`config.mk`:
```
export PLATFORM = sky130hd
export DESIGN_NAME = freq_meter_mux
export DESIGN_NICKNAME = d
export VERILOG_FILES = /design/src/rtl/freq_meter_pkg.sv /design/src/rtl/seg7_decode.sv /design/src/rtl/freq_meter_mux.sv
export SDC_FILE = /design/constraint.sdc
export NUM_CORES = 1
export LEC_CHECK = 0
export ABC_CLOCK_PERIOD_IN_PS = 2300
export BUFFER_PORTS_ARGS = -buffer_cell sky130_fd_sc_hd__buf_2
export CAP_MARGIN = 30
export CORE_MARGIN = 2
export CORE_UTILIZATION = 35
export DETAILED_ROUTE_END_ITERATION = 7
export GPL_TIMING_DRIVEN = 0
export SETUP_SLACK_MARGIN = 0.5
export SLEW_MARGIN = 0
export SYNTH_ARGS = -nofsm -noshare
export SYNTH_HDL_FRONTEND = slang
export SYNTH_SLANG_ARGS = --single-unit
```
`constraint.sdc`:
```
create_clock -name clck -period 2.3 [get_ports clck]
set_input_delay 0.46 -clock clck [delete_from_list [all_inputs] [get_ports clck]]
set_output_delay 0.46 -clock clck [all_outputs]
set_load 0.05 [all_outputs]
```
`src/rtl/freq_meter_pkg.sv`:
```
// rtl/freq_meter_pkg.sv - shared types and seven-segment constants for the frequency meter
package freq_meter_pkg;

    // One BCD digit of the edge count
    typedef logic [3:0] bcd_t;

    // Active-low segment codes, bit order {a,b,c,d,e,f,g,dp}
    localparam logic [7:0] SEG_BLANK = 8'hFF;
    localparam logic [7:0] SEG_DASH  = 8'b1111_1101;

    localparam logic [7:0] SEG_DIGIT [10] = '{
        8'h03, 8'h9F, 8'h25, 8'h0D, 8'h99,
        8'h49, 8'h41, 8'h1F, 8'h01, 8'h09
    };

    // Counter width for a modulus n, never narrower than one bit
    function automatic int ctr_width(input int n);
        return (n > 1) ? $clog2(n) : 1;
    endfunction

endpackage

```
`src/rtl/seg7_decode.sv`:
```
// rtl/seg7_decode.sv - BCD digit to active-low seven-segment code with blank and dash overrides
module seg7_decode
    import freq_meter_pkg::*;
(
    input  bcd_t       bcd,
    input  logic       blank,
    input  logic       dash,
    output logic [7:0] segment
);

    // Dash wins over blanking; non-decimal nibbles show nothing
    always_comb begin
        segment = SEG_BLANK;
        if (dash) begin
            segment = SEG_DASH;
        end else if (!blank && (bcd <= 4'd9)) begin
            segment = SEG_DIGIT[bcd];
        end
    end

endmodule

```
`src/rtl/freq_meter_mux.sv`:
```
// rtl/freq_meter_mux.sv - gated BCD frequency counter with multiplexed seven-segment display
module freq_meter_mux
    import freq_meter_pkg::*;
#(
    parameter int GATE_CYCLES = 50_000_000,
    parameter int DIGITS      = 4,
    parameter int SCAN_CYCLES = 50_000,
    parameter int LZ_BLANK    = 1
) (
    input  logic                  clck,
    input  logic                  rst_n,
    input  logic                  sigin,
    input  logic                  hold,
    output logic [4*DIGITS-1:0]   count_bcd,
    output logic                  ovf,
    output logic                  valid,
    output logic [DIGITS-1:0]     digit,
    output logic [7:0]            segment
);

    localparam int TW = ctr_width(GATE_CYCLES);
    localparam int SW = ctr_width(SCAN_CYCLES);
    localparam int IW = ctr_width(DIGITS);

    localparam logic [TW-1:0] GATE_LAST  = TW'(GATE_CYCLES - 1);
    localparam logic [SW-1:0] SCAN_LAST  = SW'(SCAN_CYCLES - 1);
    localparam logic [IW-1:0] DIGIT_LAST = IW'(DIGITS - 1);

    logic [1:0]             sync;
    logic                   sig_prev;
    logic                   rise;
    logic                   run;
    logic [TW-1:0]          gate_cnt;
    logic                   terminal;
    bcd_t [DIGITS-1:0]      cnt;
    bcd_t [DIGITS-1:0]      cnt_nxt;
    logic                   win_ovf;
    logic                   win_ovf_nxt;
    logic                   all_nine;
    logic                   carry;
    logic [SW-1:0]          scan_cnt;
    logic [IW-1:0]          scan_idx;
    bcd_t [DIGITS-1:0]      disp;
    logic [DIGITS-1:0]      lz;
    logic                   nz_above;
    bcd_t                   cur_bcd;
    logic                   cur_blank;

    // Two-flop synchronizer plus one history flop for rising-edge detection
    always_ff @(posedge clck or negedge rst_n) begin
        if (!rst_n) begin
            sync     <= 2'b00;
            sig_prev <= 1'b0;
        end else begin
            sync     <= {sync[0], sigin};
            sig_prev <= sync[1];
        end
    end

    assign rise = sync[1] & ~sig_prev;

    // Reset release is retimed so the gate timer starts on the second edge after rst_n rises
    always_ff @(posedge clck or negedge rst_n) begin
        if (!rst_n) begin
            run <= 1'b0;
        end else begin
            run <= 1'b1;
        end
    end

    assign terminal = run && (gate_cnt == GATE_LAST);

    // Gate timer walks 0..GATE_CYCLES-1 and wraps
    always_ff @(posedge clck or negedge rst_n) begin
        if (!rst_n) begin
            gate_cnt <= '0;
        end else if (run) begin
            gate_cnt <= terminal ? '0 : gate_cnt + TW'(1);
        end
    end

    // Next count: cascaded BCD increment, saturating at all-9s with a sticky overflow
    always_comb begin
        cnt_nxt     = cnt;
        win_ovf_nxt = win_ovf;
        all_nine    = 1'b1;
        carry       = rise;
        for (int i = 0; i < DIGITS; i++) begin
            if (cnt[i] != 4'd9) begin
                all_nine = 1'b0;
            end
        end
        if (rise && all_nine) begin
            win_ovf_nxt = 1'b1;
        end else begin
            for (int i = 0; i < DIGITS; i++) begin
                if (carry) begin
                    if (cnt[i] == 4'd9) begin
                        cnt_nxt[i] = 4'd0;
                    end else begin
                        cnt_nxt[i] = cnt[i] + 4'd1;
                        carry      = 1'b0;
                    end
                end
            end
        end
    end

    // Window counter clears on the terminal cycle regardless of hold
    always_ff @(posedge clck or negedge rst_n) begin
        if (!rst_n) begin
            cnt     <= '0;
            win_ovf <= 1'b0;
        end else if (terminal) begin
            cnt     <= '0;
            win_ovf <= 1'b0;
        end else if (run) begin
            cnt     <= cnt_nxt;
            win_ovf <= win_ovf_nxt;
        end
    end

    // Latch the closing window, including an edge seen on the terminal cycle itself
    always_ff @(posedge clck or negedge rst_n) begin
        if (!rst_n) begin
            count_bcd <= '0;
            ovf       <= 1'b0;
            valid     <= 1'b0;
        end else begin
            valid <= terminal && !hold;
            if (terminal && !hold) begin
                count_bcd <= cnt_nxt;
                ovf       <= win_ovf_nxt;
            end
        end
    end

    // Display scan: dwell SCAN_CYCLES on each digit, cycling through all of them
    always_ff @(posedge clck or negedge rst_n) begin
        if (!rst_n) begin
            scan_cnt <= '0;
            scan_idx <= '0;
        end else if (run) begin
            if (scan_cnt == SCAN_LAST) begin
                scan_cnt <= '0;
                scan_idx <= (scan_idx == DIGIT_LAST) ? '0 : scan_idx + IW'(1);
            end else begin
                scan_cnt <= scan_cnt + SW'(1);
            end
        end
    end

    assign disp = count_bcd;

    // Leading-zero mask: a digit blanks when it and everything above it is zero
    always_comb begin
        nz_above = 1'b0;
        lz       = '0;
        for (int i = DIGITS - 1; i >= 0; i--) begin
            if (disp[i] != 4'd0) begin
                nz_above = 1'b1;
            end
            lz[i] = (LZ_BLANK != 0) && (i != 0) && !nz_above;
        end
    end

    assign cur_bcd   = disp[scan_idx];
    assign cur_blank = lz[scan_idx];
    assign digit     = ~(DIGITS'(1) << scan_idx);

    seg7_decode u_seg7_decode (
        .bcd     (cur_bcd),
        .blank   (cur_blank),
        .dash    (ovf),
        .segment (segment)
    );

endmodule

```
==> impl_metrics.ini, run 1 <==
[setup_path]
startpoint_type = flop
cpPeakStageDelay_ns = 0.56
cpMaxStageDelayCell = mux4_2
critical_path.cell_chain = buf_6, mux4_2, inv_4, ha_4, nor2_4, o21ai_2, o31ai_4, nor2_4, o211ai_1, buf_4
crit_arrival_ns = 2.46
path_class = flop to output pin
cp.required_ns = 1.84
cpMostUsedCell = nor2_4
crit_path_end_kind = output pin
path_delay_family = multiplexers
critPathMaxFanout = 6
cp_num_buf_inv = 3

[timing]
fin_ws_ns = -0.6201
fmax_ghz = 0.3425
finalHoldViolCount = 0
min_period_ns = 2.920
setup_violations = 7
finalCritPeriodShare_pct = 127.0
clock_skew_ns = 0.007995
tightest_slew_ns = 0.6575
hold_slack_ns = 0.2183
final.setup.tns_ns = -4.035
drv_slew = 0
rsz0062_at_grt = yes
maxSlewHeadroom_pct = 56.17

[synthesis]
synth_seq_area_share_pct = 46.71
synth_edf_count = 0
synthArstFlopShare_pct = 100.0
synth-simple-area-share_pct = 20.60
synth-compound-area-share_pct = 11.82
syn_area_sq_mm = 0.004447
syn_inst = 449
synth_ff_type = dfrtp_1
yosysWarnings = 0
ys_ff_latch = 83
synth_xor_area_share_pct = 8.469
synthAdderAreaFrac_pct = 3.095
ys_types = 58
muxShareOfSynthArea_pct = 5.177
synth_top_family_by_area = simple AND/OR/NAND/NOR gates
avgSynthCellArea_sq_um = 9.904

[power_and_ir_drop]
p_leak_nw = 2.942
peakVddDrop_mv = 0.3024
power_density_mw_per_mm2 = 637.8

[global_routing]
grt_pass1_wl_um = 17780
antenna_found_initial = 0
overflow = 0
grt_max_degree = 73
grt.total_usage_pct = 16.96
grt_pass1_vias = 3627

[worst_hold_path]
hold_path.class = primary input to flop

[flow_run]
maxCapViolCount = 0

[cells_and_area]
finalNonFillerCells = 732
layout_commonest_cell = dfrtp_1
final_nets = 570
antenna_cells = 0
stdcell_area_sq_mm = 0.006653
drive_gt1_share_pct = 46.25
layout_common_cells = dfrtp_1 (68), buf_4 (40), buf_6 (28), nand2_1 (25), nor2_1 (24)
num-fill-cells = 1068
synthToLayoutAreaGrowth_pct = 49.61
post-route-util_pct = 53.15

[die]
io_pins = 34
dieArea_sq_mm = 0.01362
initial_core_util_pct = 35.53
rows = 41
die_h_um = 116.7
die_x_um = 116.7
core_area_sq_mm = 0.01252

[detailed_routing]
dr.first_iter.drc_count = 184
drc = 0
drt.antenna.violating_nets = 0
vias_per_cell = 5.280
dr.pass1.iters = 4
wirelength_um = 11670
wl_per_cell_um = 15.95
dr_total_vias = 3865

[place]
place_inst = 655
portBuffers = 32
dpl.hpwl_um = 6881
gp_congestion = 0.8178
placed_cell_area_sq_mm = 0.004966

[cts]
clkTransAtPathRegs_ns = 0.07
clk_latency_ns = 0.35
clockBufferDepth = 2
cts_sinks = 83
cts_buffers = 9
cts_root_buffer = clkbuf_16
cts.htree.levels = 3
cts_tree = yes

[status]
violations = negative setup slack
status = complete, but fails checks
==> cells in the mapped netlist (3+ instances only) <==
cell type  number  area share [%]
buf_2           6            0.68
nor3_1          6            0.68
o211ai_1        3            0.51
inv_1          19             1.6
a21oi_1        16             1.8
ha_1           11             3.1
o21a_1          3            0.51
o21ai_1         3            0.34
and3_1         13             1.8
nor2_1         42             3.5
nand2_1        41             3.5
nor4bb_1        3            0.68
a31oi_1         4            0.56
xor2_1         22             4.3
and2_1          4            0.56
nor4b_1         3            0.59
mux4_2          4             2.0
nor4_1          5            0.70
o21ai_2         6             1.2
o31ai_1         4            0.68
dfrtp_1        83              47
clkbuf_1       10            0.84
mux2_4          3             1.0
xnor2_1        21             4.1
or3_1           4            0.56
nand3_1        22             2.5
nand4_1        12             1.7
mux2i_1         5             1.1
o2bb2ai_1       5            0.98
o21ai_0        25             2.8
mux2_2          4             1.0
==> final cells by class <==
| type | instances | area [sq um] | share of cell area [%] |
|---|---|---|---|
| well taps | 172 | 215.2 | 3.235 |
| clock inverters | 7 | 63.81 | 0.9592 |
| inverters | 19 | 81.33 | 1.222 |
| multi-input cells | 328 | 2853 | 42.88 |
| plain buffers | 21 | 224.0 | 3.367 |
| repair buffers | 93 | 894.6 | 13.45 |
| flip-flops and latches | 83 | 2096 | 31.50 |
| clock buffers | 9 | 225.2 | 3.385 |
==> final timing paths <==
kind                             start      endpoint  slack, ns  depth (start not counted)
max                        scan_idx[0]    segment[3]      -0.62                         10
min                              sigin       sync[0]       0.22                          1
max reg2reg                gate_cnt[1]  count_bcd[0]       0.24                          8
min reg2reg                    sync[0]       sync[1]       0.37                          0
max in group asynchronous        rst_n  count_bcd[4]       1.18                          3
min in group asynchronous        rst_n  scan_cnt[13]       0.50                          2
==> state kept, by name, indices dropped and copies added (netlist names) <==
| signal | count |
|---|---|
| valid | 1 |
| run | 1 |
| win_ovf | 1 |
| cnt | 16 |
| scan_cnt | 16 |
| sig_prev | 1 |
| scan_idx | 2 |
| ovf | 1 |
| gate_cnt | 26 |
| count_bcd | 16 |
| sync | 2 |
==> kinds of logic after synthesis <==
family | Yosys count
multiplexers | 16
XOR/XNOR | 43
buffers and inverters | 40
flip-flops | 83
AND/OR/NAND/NOR | 173
AO/OA/AOI/OAI | 82
other | 1
adder cells (fa/ha/maj) | 11
==> power breakdown <==
part           switching, mW  internal [mW]  total (mW)
Sequential             0.241           1.64        1.88
Clock                  0.658          0.758        1.42
Combinational          0.486          0.462       0.949
Total                   1.39           2.86        4.24
==> repair_timing <==
| action | 4_1_cts | 5_1_grt |
|---|---|---|
| setup endpoints to repair | 70 | 69 |
| hold buffers | 1 | 0 |
| pin swaps | 43 | 47 |
| endpoints found under the hold margin | 11 | 0 |
| gates resized for setup | 117 | 120 |
| setup buffers | 34 | 19 |
| gates cloned | 5 | 2 |
==> through the flow <==
stage / setup WS [ns] / total power [mW]
final: -0.6201 / 4.243
after global routing: -0.7216 / 4.462
after floorplan: -0.3758 / 2.349
after CTS: -0.6297 / 4.137
after detailed placement: -0.4239 / 2.538
after global placement: -0.3746 / 2.512
==> routing by layer <==
layer	track usage, %	vias to the layer above	wire length (um)
met5	0	-	0
met4	6.118	0	154
met3	3.996	14	525
met2	28.55	99	5988
met1	21.32	1946	5005
li1	-	1806	-
No activity file was read; power rests on OpenSTA's default activity.
==> inputs of run 2 (changes only) <==
- SYNTH_HIERARCHICAL: unset -> 1
==> run 2 against run 1 <==
Net effect: the flow still finishes with violations (negative setup slack); non-clock buffer count grew 3; critical path depth is 1 lower; sequential cell count did not move; final area down 0.39%; total power shrank 5.8%; critical path type unchanged.
==> impl_metrics.ini, run 2 <==
[setup_path]
crit_arrival_ns = 2.45
crit_path_end_kind = output pin
cp-startpoint = scan_idx[0]
r2r_cells = 7
reg2reg_slack_ns = 0.29
path_class = flop to output pin
critPathMaxFanout = 6
cp-endpoint = segment[4]
startpoint_type = flop
reg2reg_from = gate_cnt[8]
cp.required_ns = 1.84
timing.rr.end = count_bcd[11]

[power_and_ir_drop]
p_sw_mw = 1.106
power_density_mw_per_mm2 = 603.0
internal-power_mw = 2.890
peakVddDrop_mv = 0.4040
switching_share_pct = 27.67
p_leak_nw = 2.904
comb_power_share_pct = 14.3
design_power_total_mw = 3.996
p_seq_share_pct = 46.3
pwr-share-clk_pct = 39.4

[timing]
clock_skew_ns = 0.005994
hold_slack_ns = 0.2197
tightest_slew_ns = 0.6124
setup_violations = 7
finalCritPeriodShare_pct = 126.4
maxSlewHeadroom_pct = 59.18
min_period_ns = 2.906
drv_slew = 0
finalHoldViolCount = 0
fmax_ghz = 0.3441
rsz0062_at_grt = yes
fin_ws_ns = -0.6062

[detailed_routing]
wirelength_um = 12000
dr.pass1.iters = 4
dr.first_iter.drc_count = 181
vias_per_cell = 5.277
drt.antenna.violating_nets = 0
wl_per_cell_um = 16.00
dr_total_vias = 3958
drc = 0

[cts]
cts.htree.levels = 3
clockBufferDepth = 2
cts_tree = yes
clkTransAtPathRegs_ns = 0.06
clk_latency_ns = 0.34
cts_root_buffer = clkbuf_16
cts_sinks = 83
cts_buffers = 9

[place]
place_inst = 667
gp_congestion = 0.8685
dpl.hpwl_um = 7448
portBuffers = 32

[cells_and_area]
regMostFlops = gate_cnt
largest_register_ffs = 26
final_nets = 588
layout_commonest_cell = dfrtp_1
antenna_cells = 0
layout_common_cells = dfrtp_1 (63), buf_4 (56), nand2_1 (31), nor2_1 (24)
seq_area_sq_mm = 0.002102
multi_input_area_sq_mm = 0.002907
num-fill-cells = 1109
finalNonFillerCells = 750
drive_gt1_share_pct = 43.25
synthToLayoutAreaGrowth_pct = 44.82

[synthesis]
synth_top_area_share_pct = 45.39
synthArstFlopShare_pct = 100.0
synth_ff_type = dfrtp_1
yosys.area.top_type = dfrtp_1
syn_inst = 462
yosys-top-cells-area = dfrtp_1 (45%), xnor2_1 (4.4%), xor2_1 (3.6%), nand2_1 (3.4%), o21ai_0 (3.3%)
yosysWarnings = 6
ys_ff_latch = 83
synth_common_cells = dfrtp_1 (83), nand2_1 (42), nor2_1 (38), o21ai_0 (30), xnor2_1 (23)
ys_types = 61
synth.most_common_cell = dfrtp_1
syn_area_sq_mm = 0.004576
synth_edf_count = 0
syn_nets = 477
synth_seq_area_share_pct = 45.39
avgSynthCellArea_sq_um = 9.904

[global_routing]
grt_pass1_vias = 3668
grt.total_usage_pct = 16.43
grt_pass1_wl_um = 18410
antenna_found_initial = 0
grt_max_degree = 66
overflow = 0

[die]
die_x_um = 118.3
dieArea_sq_mm = 0.01400
rows = 41
initial_core_util_pct = 36.11
io_pins = 34
core_area_sq_mm = 0.01267
die_h_um = 118.3

[status]
status = complete, but fails checks
violations = negative setup slack

[worst_hold_path]
hold_path.class = primary input to flop

[flow_run]
maxCapViolCount = 0
## run 2: changes by cell type in the layout (fill, tap and decap cells not counted), sizes merged, moves of 4 or more
cell   delta
nor2      -5
a22oi     +5
and4      +5
nor3      +4
mux2      -4
a21oi     +5
inv       -8
a21o      +5
## run 2: area by class of cell
type	count	share of cell area (%)
multi-input cells	347	43.86
flip-flops and latches	83	31.72
repair buffers	99	12.69
clock buffers	10	3.606
well taps	172	3.248
plain buffers	18	2.625
clock inverters	6	1.322
inverters	15	0.9252
## run 2: repair_timing
| action | 4_1_cts | 5_1_grt |
|---|---|---|
| gates resized for setup | 65 | 125 |
| cloned | 0 | 3 |
| endpoints found under the hold margin | 14 | 0 |
| pin swaps | 22 | 34 |
| setup buffers | 34 | 29 |
| setup endpoints to repair | 62 | 69 |
| hold buffers | 1 | 0 |
## run 2: power groups by stage
| stage | Sequential [mW] | Clock (mW) | Combinational, mW |
|---|---|---|---|
| after floorplan | 1.80 | 0 | 0.384 |
| after global placement | 1.83 | 0 | 0.470 |
| after detailed placement | 1.85 | 0 | 0.494 |
| after CTS | 1.84 | 1.61 | 0.526 |
| after global routing | 1.88 | 1.68 | 0.630 |
| final | 1.85 | 1.58 | 0.570 |
## run 2: metrics by stage
step	setup TNS, ns	utilization [%]	setup WS (ns)	area, sq um
2_1_floorplan	-1.489	-	-0.3548	4693
3_3_place_gp	-2.555	40.00	-0.3313	5069
3_5_place_dp	-2.192	40.24	-0.3762	5099
4_1_cts	-4.199	46.80	-0.6571	5929
5_1_grt	-4.454	52.30	-0.6849	6626
6_report	-3.934	52.30	-0.6062	6626
## run 2: worst min path at each step
stage	to	depth (start not counted)	slack (ns)	startpoint
global placement	sync[1]	0	0.33	sync[0]
floorplan	cnt[0]	0	0.16	rst_n
global route	sync[0]	1	0.21	sigin
CTS	sync[0]	1	0.21	sigin
finish	sync[0]	1	0.22	sigin
detailed placement	sync[1]	0	0.34	sync[0]
## run 2: logic make-up (layout without fill, tap and decap cells)
kind of cell / count (synthesis) / after routing / synth area share [%]
AO/OA/AOI/OAI: 94 / 94 / 12.96
multiplexers: 10 / 10 / 3.363
other: 2 / 2 / 0.1641
flip-flops: 83 / 83 / 45.39
XOR/XNOR: 42 / 42 / 8.039
buffers and inverters: 33 / 148 / 3.227
adder cells (fa/ha/maj): 11 / 11 / 3.008
AND/OR/NAND/NOR: 187 / 188 / 23.84
## run 2: critical path, cell delays in order, from the launching register on
cell and delay (ns):
dfrtp_1 0.38, buf_8 0.13, mux4_2 0.56, inv_4 0.11, ha_4 0.14, o21bai_4 0.09, a211oi_4 0.32, buf_4 0.17
o21ai_2 0.05, buf_6 0.15
## run 2: routing by layer
metal	up-vias	global-route usage, %	share of wire, %
met2	114	26.70	50
met3	21	4.199	4.3
met1	1939	21.07	44
met5	-	0	0
li1	1884	-	-
met4	0	6.099	2.0
